$ cat config.mk
export PLATFORM = sky130hd
export DESIGN_NAME = lsu_load_aligner
export DESIGN_NICKNAME = d
export VERILOG_FILES = /design/src/rtl/lsu_load_aligner.sv
export SDC_FILE = /design/constraint.sdc
export NUM_CORES = 1
export LEC_CHECK = 0
export ABC_AREA = 1
export ABC_CLOCK_PERIOD_IN_PS = 1940
export CAP_MARGIN = 20
export CELL_PAD_IN_SITES_DETAIL_PLACEMENT = 1
export CELL_PAD_IN_SITES_GLOBAL_PLACEMENT = 2
export CORE_MARGIN = 2
export CORE_UTILIZATION = 27
export CTS_CLUSTER_DIAMETER = 40
export CTS_CLUSTER_SIZE = 14
export DETAILED_ROUTE_END_ITERATION = 8
export PLACE_DENSITY_LB_ADDON = 0.1
export SYNTH_ARGS = -nofsm -noshare
export SYNTH_HDL_FRONTEND = slang
export SYNTH_SLANG_ARGS = --single-unit
$ cat constraint.sdc
create_clock -name clk -period 1.94 [get_ports clk]
set_input_delay 0.388 -clock clk [delete_from_list [all_inputs] [get_ports clk]]
set_output_delay 0.388 -clock clk [all_outputs]
set_load 0.005 [all_outputs]
$ cat src/rtl/lsu_load_aligner.sv
// Load-return aligner: queues per-load access records, pairs them with in-order
// D-cache responses, extracts/extends the addressed bytes and registers the writeback.
module lsu_load_aligner #(
   parameter int XLEN   = 64,
   parameter int DEPTH  = 4,
   parameter int PREG_W = 6
) (
   input  logic              clk,
   input  logic              rstn,
   input  logic              flush_i,
   input  logic              req_valid_i,
   output logic              req_ready_o,
   input  logic [2:0]        req_offset_i,
   input  logic [1:0]        req_size_i,
   input  logic              req_unsigned_i,
   input  logic [PREG_W-1:0] req_rd_i,
   input  logic              resp_valid_i,
   input  logic [XLEN-1:0]   resp_data_i,
   output logic              resp_ready_o,
   output logic              wb_valid_o,
   input  logic              wb_ready_i,
   output logic [PREG_W-1:0] wb_rd_o,
   output logic [XLEN-1:0]   wb_data_o,
   output logic              wb_misalign_o
);

   localparam int PTR_W = $clog2(DEPTH);
   localparam int CNT_W = PTR_W + 1;

   typedef struct packed {
      logic [2:0]        offset;
      logic [1:0]        size;
      logic              is_unsigned;
      logic [PREG_W-1:0] rd;
      logic              misalign;
   } entry_t;

   entry_t            entry_reg [DEPTH];
   logic [PTR_W-1:0]  wr_ptr_reg;
   logic [PTR_W-1:0]  rd_ptr_reg;
   logic [CNT_W-1:0]  count_reg;

   logic              wb_valid_reg;
   logic [PREG_W-1:0] wb_rd_reg;
   logic [XLEN-1:0]   wb_data_reg;
   logic              wb_misalign_reg;

   entry_t            head;
   entry_t            new_entry;
   logic              req_misalign;
   logic              not_empty;
   logic              out_free;
   logic              enq;
   logic              deq_aligned;
   logic              deq_misalign;
   logic              deq;
   logic [XLEN-1:0]   shifted;
   logic [XLEN-1:0]   extended;

   // Misalignment is decided once at issue so the head check is a single bit.
   always_comb begin
      req_misalign = 1'b0;
      case (req_size_i)
         2'd0:    req_misalign = 1'b0;
         2'd1:    req_misalign = req_offset_i[0];
         2'd2:    req_misalign = (req_offset_i[1:0] != 2'b00);
         default: req_misalign = (req_offset_i != 3'b000);
      endcase
   end

   assign new_entry = '{offset:      req_offset_i,
                        size:        req_size_i,
                        is_unsigned: req_unsigned_i,
                        rd:          req_rd_i,
                        misalign:    req_misalign};

   assign head        = entry_reg[rd_ptr_reg];
   assign not_empty   = (count_reg != '0);
   assign out_free    = !wb_valid_reg || wb_ready_i;

   // Full check uses count alone, so a same-cycle dequeue never frees a slot early.
   assign req_ready_o  = (count_reg != CNT_W'(DEPTH));
   assign enq          = req_valid_i && req_ready_o && !flush_i;
   assign resp_ready_o = not_empty && !head.misalign && out_free && !flush_i;
   assign deq_aligned  = resp_valid_i && resp_ready_o;
   assign deq_misalign = not_empty && head.misalign && out_free && !flush_i;
   assign deq          = deq_aligned || deq_misalign;

   assign shifted = resp_data_i >> {head.offset, 3'b000};

   always_comb begin
      extended = shifted;
      case (head.size)
         2'd0:    extended = {{(XLEN-8){!head.is_unsigned && shifted[7]}}, shifted[7:0]};
         2'd1:    extended = {{(XLEN-16){!head.is_unsigned && shifted[15]}}, shifted[15:0]};
         2'd2:    extended = {{(XLEN-32){!head.is_unsigned && shifted[31]}}, shifted[31:0]};
         default: extended = shifted;
      endcase
   end

   // Record storage carries no reset; validity is tracked by count_reg alone.
   always_ff @(posedge clk) begin
      if (enq) begin
         entry_reg[wr_ptr_reg] <= new_entry;
      end
   end

   always_ff @(posedge clk or negedge rstn) begin
      if (!rstn) begin
         wr_ptr_reg <= '0;
         rd_ptr_reg <= '0;
         count_reg  <= '0;
      end else if (flush_i) begin
         wr_ptr_reg <= '0;
         rd_ptr_reg <= '0;
         count_reg  <= '0;
      end else begin
         if (enq) begin
            wr_ptr_reg <= wr_ptr_reg + PTR_W'(1);
         end
         if (deq) begin
            rd_ptr_reg <= rd_ptr_reg + PTR_W'(1);
         end
         if (enq && !deq) begin
            count_reg <= count_reg + CNT_W'(1);
         end else if (deq && !enq) begin
            count_reg <= count_reg - CNT_W'(1);
         end
      end
   end

   always_ff @(posedge clk or negedge rstn) begin
      if (!rstn) begin
         wb_valid_reg    <= 1'b0;
         wb_rd_reg       <= '0;
         wb_data_reg     <= '0;
         wb_misalign_reg <= 1'b0;
      end else if (flush_i) begin
         wb_valid_reg <= 1'b0;
      end else if (deq) begin
         wb_valid_reg    <= 1'b1;
         wb_rd_reg       <= head.rd;
         wb_data_reg     <= head.misalign ? '0 : extended;
         wb_misalign_reg <= head.misalign;
      end else if (wb_ready_i) begin
         wb_valid_reg <= 1'b0;
      end
   end

   assign wb_valid_o    = wb_valid_reg;
   assign wb_rd_o       = wb_rd_reg;
   assign wb_data_o     = wb_data_reg;
   assign wb_misalign_o = wb_misalign_reg;

endmodule

## After elaboration in Yosys (flattened, before gate mapping)

Memories as Yosys holds them, arrays and structs flattened.
Cells that the tools add are included.
W data, S select, Z words.

| cells by class | value |
|---|---|
| add/sub/neg operators | 4 |
| equality and inequality tests | 5 |
| shift-type cells | 1 |
| multiplexer cells | 15 |
| bitwise gates (word level) | 1 |
| reduce and logical (&&, ||, !) cells | 32 |

Operator list:

| operator | number |
|---|---|
| $pmux W64 S3 | 1 |
| $mux W64 | 1 |
| $shr A64 B6 Y64 | 1 |
| $logic_and A1 B1 Y1 | 14 |
| $reduce_bool A3 Y1 | 4 |
| $mux W3 | 3 |
| $mux W2 | 4 |
| $logic_not A1 Y1 | 6 |
| $reduce_bool A2 Y1 | 3 |
| $mux W1 | 5 |
| $add A2 B1 Y2 const B | 2 |
| $eq A2 B1 Y1 const B | 2 |
| $eq A2 B2 Y1 const B | 2 |
| $logic_not A2 Y1 | 2 |
| $add A3 B1 Y3 const B | 1 |
| $ne A3 B3 Y1 const B | 1 |
| $pmux W1 S3 | 1 |
| $sub A3 B1 Y3 const B | 1 |
| $logic_or A1 B1 Y1 | 2 |
| $reduce_and A2 Y1 | 1 |
| $not A1 Y1 | 1 |

| storage, ports and cells | value |
|---|---|
| bits in registers | 79 |
| memory bits (writable) | 52 |
| input port bits | 82 |
| output and inout bits | 74 |
| memories | 1 |

Memories:

| name | depth | bits a word | read ports | clocked after Yosys merged registers in | wr ports | line | RTL |
|---|---|---|---|---|---|---|---|
| entry_reg | 4 | 13 | 1 | 0 | 1 | 38 | `entry_t entry_reg [DEPTH];` |

## Depth between registers and ports, before layout

Gate-level depths: netlist (run 1).
An unclocked memory read counts as a cell.

| logic depth | value |
|---|---|
| word-level depth | 11 |
| mapped depth | 15 |
| gate-level depth less buffers | 14 |

## Worst setup path before layout (run 1)

No wires, ideal clock.

| timing path | value |
|---|---|
| kind | flip-flop to flip-flop |
| start | reg rd_ptr_reg[0] |
| end | reg count_reg[1] |
| setup time | 0.083 ns |
| arrival time | 1.806 ns |
| required time | 1.857 ns |
| setup slack | 0.051 ns |
| stages on the path, launching flop included | 12 |
| buffers on the path | 2 |
| cells stage by stage | dfrtp_1 > buf_6 > buf_4 > nand2_1 > nand3_1 > nand2_1 > inv_2 > o21ai_2 > nand2_1 > inv_1 > fa_1 > o21ai_0 |

| on the way | value |
|---|---|
| longest elaborated chain between the ends | 11 |

RTL lines:

| what | line | RTL |
|---|---|---|
| start, declared | 40 | `logic [PTR_W-1:0] rd_ptr_reg;` |
| start signal, assigned | 122 | `rd_ptr_reg <= rd_ptr_reg + PTR_W'(1);` |
| $mem_v2 Z4 W13 (*) | - |  |
| $logic_not A1 Y1 | 84 | `assign resp_ready_o = not_empty && !head.misalign && out_free && !flush_i;` |
| $logic_and A1 B1 Y1 (3 in series) | 84 |  |
| $logic_and A1 B1 Y1 | 85 | `assign deq_aligned = resp_valid_i && resp_ready_o;` |
| $logic_or A1 B1 Y1 (*) | 87 | `assign deq = deq_aligned \|\| deq_misalign;` |
| $logic_not A1 Y1 | 124 | `if (enq && !deq) begin` |
| $logic_and A1 B1 Y1 | 124 |  |
| $mux W3 | 124 |  |
| $mux W3 | 113 | `end else if (flush_i) begin` |
| end signal, assigned | 125 | `count_reg <= count_reg + CNT_W'(1);` |
| end signal, assigned | 127 | `count_reg <= count_reg - CNT_W'(1);` |
| end, declared | 41 | `logic [CNT_W-1:0] count_reg;` |

Every way passes the cells marked *; elsewhere a longest branch is shown, timed or not.
A chain may end at the register's enable or synchronous reset.

## Worst setup path in the final report (run 1)

| timing path | value |
|---|---|
| start | reg rd_ptr_reg[0] |
| end | reg wb_data_reg[41], in the netlist wb_data_o[41] |

| on the way | value |
|---|---|
| longest elaborated chain between the ends | 8 |

RTL lines:

| what | line | RTL |
|---|---|---|
| $mem_v2 Z4 W13 (*) | - |  |
| branches (longest 7 deep; another with $shr A64 B6 Y64) | - |  |
| end signal, assigned | 143 | `wb_data_reg <= head.misalign ? '0 : extended;` |
| end, declared | 45 | `logic [XLEN-1:0] wb_data_reg;` |

Mark *: on every way between the ends.

==> flow_metrics.env, run 1 <==
export IMPL_maxUsedRoutingLayer="met4"
export IMPL_finalCritPeriodShare_pct=115.3
export IMPL_start_kind="flop"
export IMPL_drtIter0Drc=355
export IMPL_cp_arrival_ns=2.54
export IMPL_violations="setup timing"
export IMPL_p_int_mw=10.70
export IMPL_maxCapViolations=0
export IMPL_syn_nets=1082
export IMPL_p_sw_mw=7.238
export IMPL_cts_tree="yes"
export IMPL_area_delta_synth_final_pct=67.37
export IMPL_synth_async_reset_ratio_pct=60.31
export IMPL_post_drt_wl_per_cell_um=19.15
export IMPL_grt_pass1_wl_um=49630
export IMPL_synthXorXnorAreaFrac_pct=0.1123
export IMPL_final_cells=1699
export IMPL_totalWireLength_um=32530
export IMPL_place_inst=1604
export IMPL_crit_top_cell="buf_12"
export IMPL_rsz0062_at_grt="yes"
export IMPL_path_cells="buf_6, buf_6, nand2_2, nand3_2, nand2_4, buf_12, nand3_1, nand3_2, nand2_2, nand2_4, nand2_8, buf_12, buf_12, o21bai_2, nand2_1"
export IMPL_synth_compound_area_share_pct=17.41
export IMPL_cts_buffer_depth=2
export IMPL_p_clk_share_pct=18.5
export IMPL_place_congestion=0.7953
export IMPL_die_width_um=173.9
export IMPL_synth_area_per_cell_um2=7.835
export IMPL_dp_hpwl_um=22250
export IMPL_cp_max_fo=10
export IMPL_hold_class="flop to flop"
export IMPL_numPortBuffers=155
export IMPL_syn_area_um2=7796
export IMPL_max_vdd_ir_drop_uv=483.9
export IMPL_setup_tns_ns=-12.11
export IMPL_drc=0
export IMPL_power_density_nw_per_um2=1375
export IMPL_cp_num_buf_inv=5
export IMPL_worstMarginPinSlew_ns=0.5232
export IMPL_fmax_mhz=447.2
export IMPL_root_buffer="clkbuf_16"
export IMPL_share_comb_of_total_power_pct=58.4
export IMPL_clock_skew_ns=0.01434
export IMPL_wl_met1_um=14010
export IMPL_via_count=8080
export IMPL_final_util_pct=45.71
export IMPL_synth_top_family_by_area="simple AND/OR/NAND/NOR gates"
export IMPL_yosys_area_share_simple_pct=28.01
export IMPL_cts_clk_slew_worst_paths_ns=0.07
export IMPL_postRouteAntennaNets=0
export IMPL_synth_edf_count=52
export IMPL_cts_sinks=131
export IMPL_drt_pre_antenna_iters=5
export IMPL_core_area_um2=28550
export IMPL_worst_ep_required_time_ns=2.25
export IMPL_synth_ff_type="dfrtp_1"
export IMPL_ys_seq_elements=131
export IMPL_antenna_found_initial=0
export IMPL_ios=156
export IMPL_cts_max_level=4
export IMPL_layout_nets=1389
export IMPL_drive_gt1_share_pct=30.80
export IMPL_switching_share_pct=40.35
export IMPL_diodes=0
export IMPL_p_seq_share_pct=23.1
export IMPL_rows=62
export IMPL_yosys_warnings=0
export IMPL_synth_adder_area_share_pct=0.8987
export IMPL_slew_viol_final=0
export IMPL_yosys_cell_types_count=40
export IMPL_slew_headroom_pct=65.12
export IMPL_start_util_pct=27.31
export IMPL_tritoncts_num_buffers=17
export IMPL_p_leak_nw=5.752
export IMPL_place_area_um2=10760
export IMPL_wl_met2_um=16700
export IMPL_grt_start_max_net_pins=31
export IMPL_grt_overflow_total=0
export IMPL_crit_family="simple AND/OR/NAND/NOR gates"
export IMPL_yosysSeqAreaShare_pct=45.39
export IMPL_detail_route_vias_per_cell=4.756
export IMPL_final_cell_area_um2=13050
export IMPL_grt_pass1_vias=8658
export IMPL_wl_met3_um=1004
export IMPL_crit_type="flop to flop"
export IMPL_insertion_delay_ns=0.43
export IMPL_setup_slack_ns=-0.2960
export IMPL_finalSetupViolCount=62
export IMPL_hold_violations=0
export IMPL_die_h_um=173.9
export IMPL_grt_use_total_pct=21.41
export IMPL_muxShareOfSynthArea_pct=0
export IMPL_layout_min_cycle_time_ns=2.236
export IMPL_syn_inst=995
export IMPL_status="finished with violations"
export IMPL_cp_slowest_cell="dfrtp_2"
export IMPL_largest_reg_flops=64
export IMPL_die_area_um2=30250
export IMPL_cp_end_kind="flop"
export IMPL_cp_slowest_stage_delay_ns=0.46
==> worst paths after layout <==
| path | depth (start not counted) | endpoint | startpoint | slack [ns] |
|---|---|---|---|---|
| hold reg to reg | 2 | wb_data_o[62] | wb_data_o[62] | 0.48 |
| setup / recovery | 15 | wb_data_o[41] | rd_ptr_reg[0] | -0.30 |
| min in group asynchronous | 2 | wb_data_o[0] | rstn | 0.49 |
| setup reg to reg | 15 | wb_data_o[41] | rd_ptr_reg[0] | -0.30 |
| max in group asynchronous | 3 | wb_data_o[41] | rstn | 0.92 |
| hold / removal | 2 | wb_data_o[62] | wb_data_o[62] | 0.48 |
==> synthesized netlist by cell type (all sizes together) (5+ instances only) <==
cell type | number | area, µm²
dfrtp | 79 | 1977
buf | 49 | 345.3
nor2 | 51 | 201.5
nand2 | 372 | 1429
o21bai | 33 | 360.3
or2 | 5 | 31.28
a31oi | 6 | 37.54
o211ai | 38 | 285.3
o21ai | 101 | 509.2
inv | 59 | 221.5
a21oi | 26 | 130.1
clkbuf | 18 | 67.56
edfxtp | 52 | 1562
nand3 | 91 | 498.0
==> final cells by class <==
type	instances	area, µm²
Clock buffer	17	425.4
Sequential cell	131	3541
Clock inverter	15	158.9
Multi-Input combinational cell	737	4360
Timing Repair Buffer	355	3837
Fill cell	3353	15500
Tap cell	384	480.5
Inverter	60	245.2
==> power by group through the flow <==
stage	combinational, mW	sequential, mW	clock, mW
final	10.5	4.14	3.32
after global routing	11.3	4.24	3.52
after CTS	9.60	4.16	3.41
after detailed placement	7.96	4.19	0
after global placement	7.85	4.20	0
after floorplan	3.80	4.07	0
==> repair_timing <==
item,4_1_cts,5_1_grt
pin swaps,41,44
buffers inserted,38,12
resized for setup,133,116
endpoints found under the hold margin,27,0
setup endpoints to repair,77,122
hold buffers,1,0
cloned,10,6
==> cells by family after synthesis <==
| group | Yosys count |
|---|---|
| adder cells (fa/ha/maj) | 5 |
| XOR/XNOR | 1 |
| AND/OR/NAND/NOR | 523 |
| AO/OA/AOI/OAI | 208 |
| buffers and inverters | 127 |
| flip-flops | 131 |
==> layout by cell type, fill, tap and decap left out, drive strengths merged, types with 2 or more instances in the layout <==
| cell | count |
|---|---|
| bufbuf | 2 |
| nor3 | 2 |
| o21ai | 101 |
| o21bai | 33 |
| nand3 | 91 |
| inv | 67 |
| a31oi | 6 |
| nand2 | 372 |
| o211ai | 38 |
| ha | 4 |
| clkinv | 5 |
| clkbuf | 22 |
| buf | 194 |
| clkinvlp | 2 |
| dfrtp | 79 |
| edfxtp | 52 |
| clkdlybuf4s50 | 152 |
| or2 | 5 |
| a21oi | 26 |
| nor2 | 51 |
==> metrics by stage <==
| stage | worst slack, ns | hold slack [ns] | power (mW) |
|---|---|---|---|
| global route | -0.4028 | 0.5121 | 19.07 |
| detailed placement | -0.6369 | 0.3980 | 12.15 |
| floorplan | 0.05107 | 0.09241 | 7.879 |
| CTS | -0.2410 | 0.4812 | 17.17 |
| finish | -0.2960 | 0.4751 | 17.94 |
| global placement | -0.5402 | 0.3965 | 12.05 |
==> tightest hold or removal path: stages, from the launching register on <==
cell and delay [ns]:
dfrtp_1 0.34, nand2_1 0.06, nand2_1 0.05
==> metal layers <==
metal | track usage (%) | up-vias
met5 | 0 | -
met4 | 6.268 | 0
met3 | 3.303 | 39
met2 | 39.04 | 150
met1 | 25.99 | 3947
li1 | - | 3944
Power figures use the tool's default switching activity.
==> run 2: changes to the inputs <==
--- a/config.mk
+++ b/config.mk
@@ -7,7 +7,7 @@
 export LEC_CHECK = 0
 export ABC_AREA = 1
 export ABC_CLOCK_PERIOD_IN_PS = 1940
-export CAP_MARGIN = 20
+export CAP_MARGIN = 40
 export CELL_PAD_IN_SITES_DETAIL_PLACEMENT = 1
 export CELL_PAD_IN_SITES_GLOBAL_PLACEMENT = 2
 export CORE_MARGIN = 2
==> results of run 2 <==
The final DEF is identical to that of run 1; final timing and power are the same.
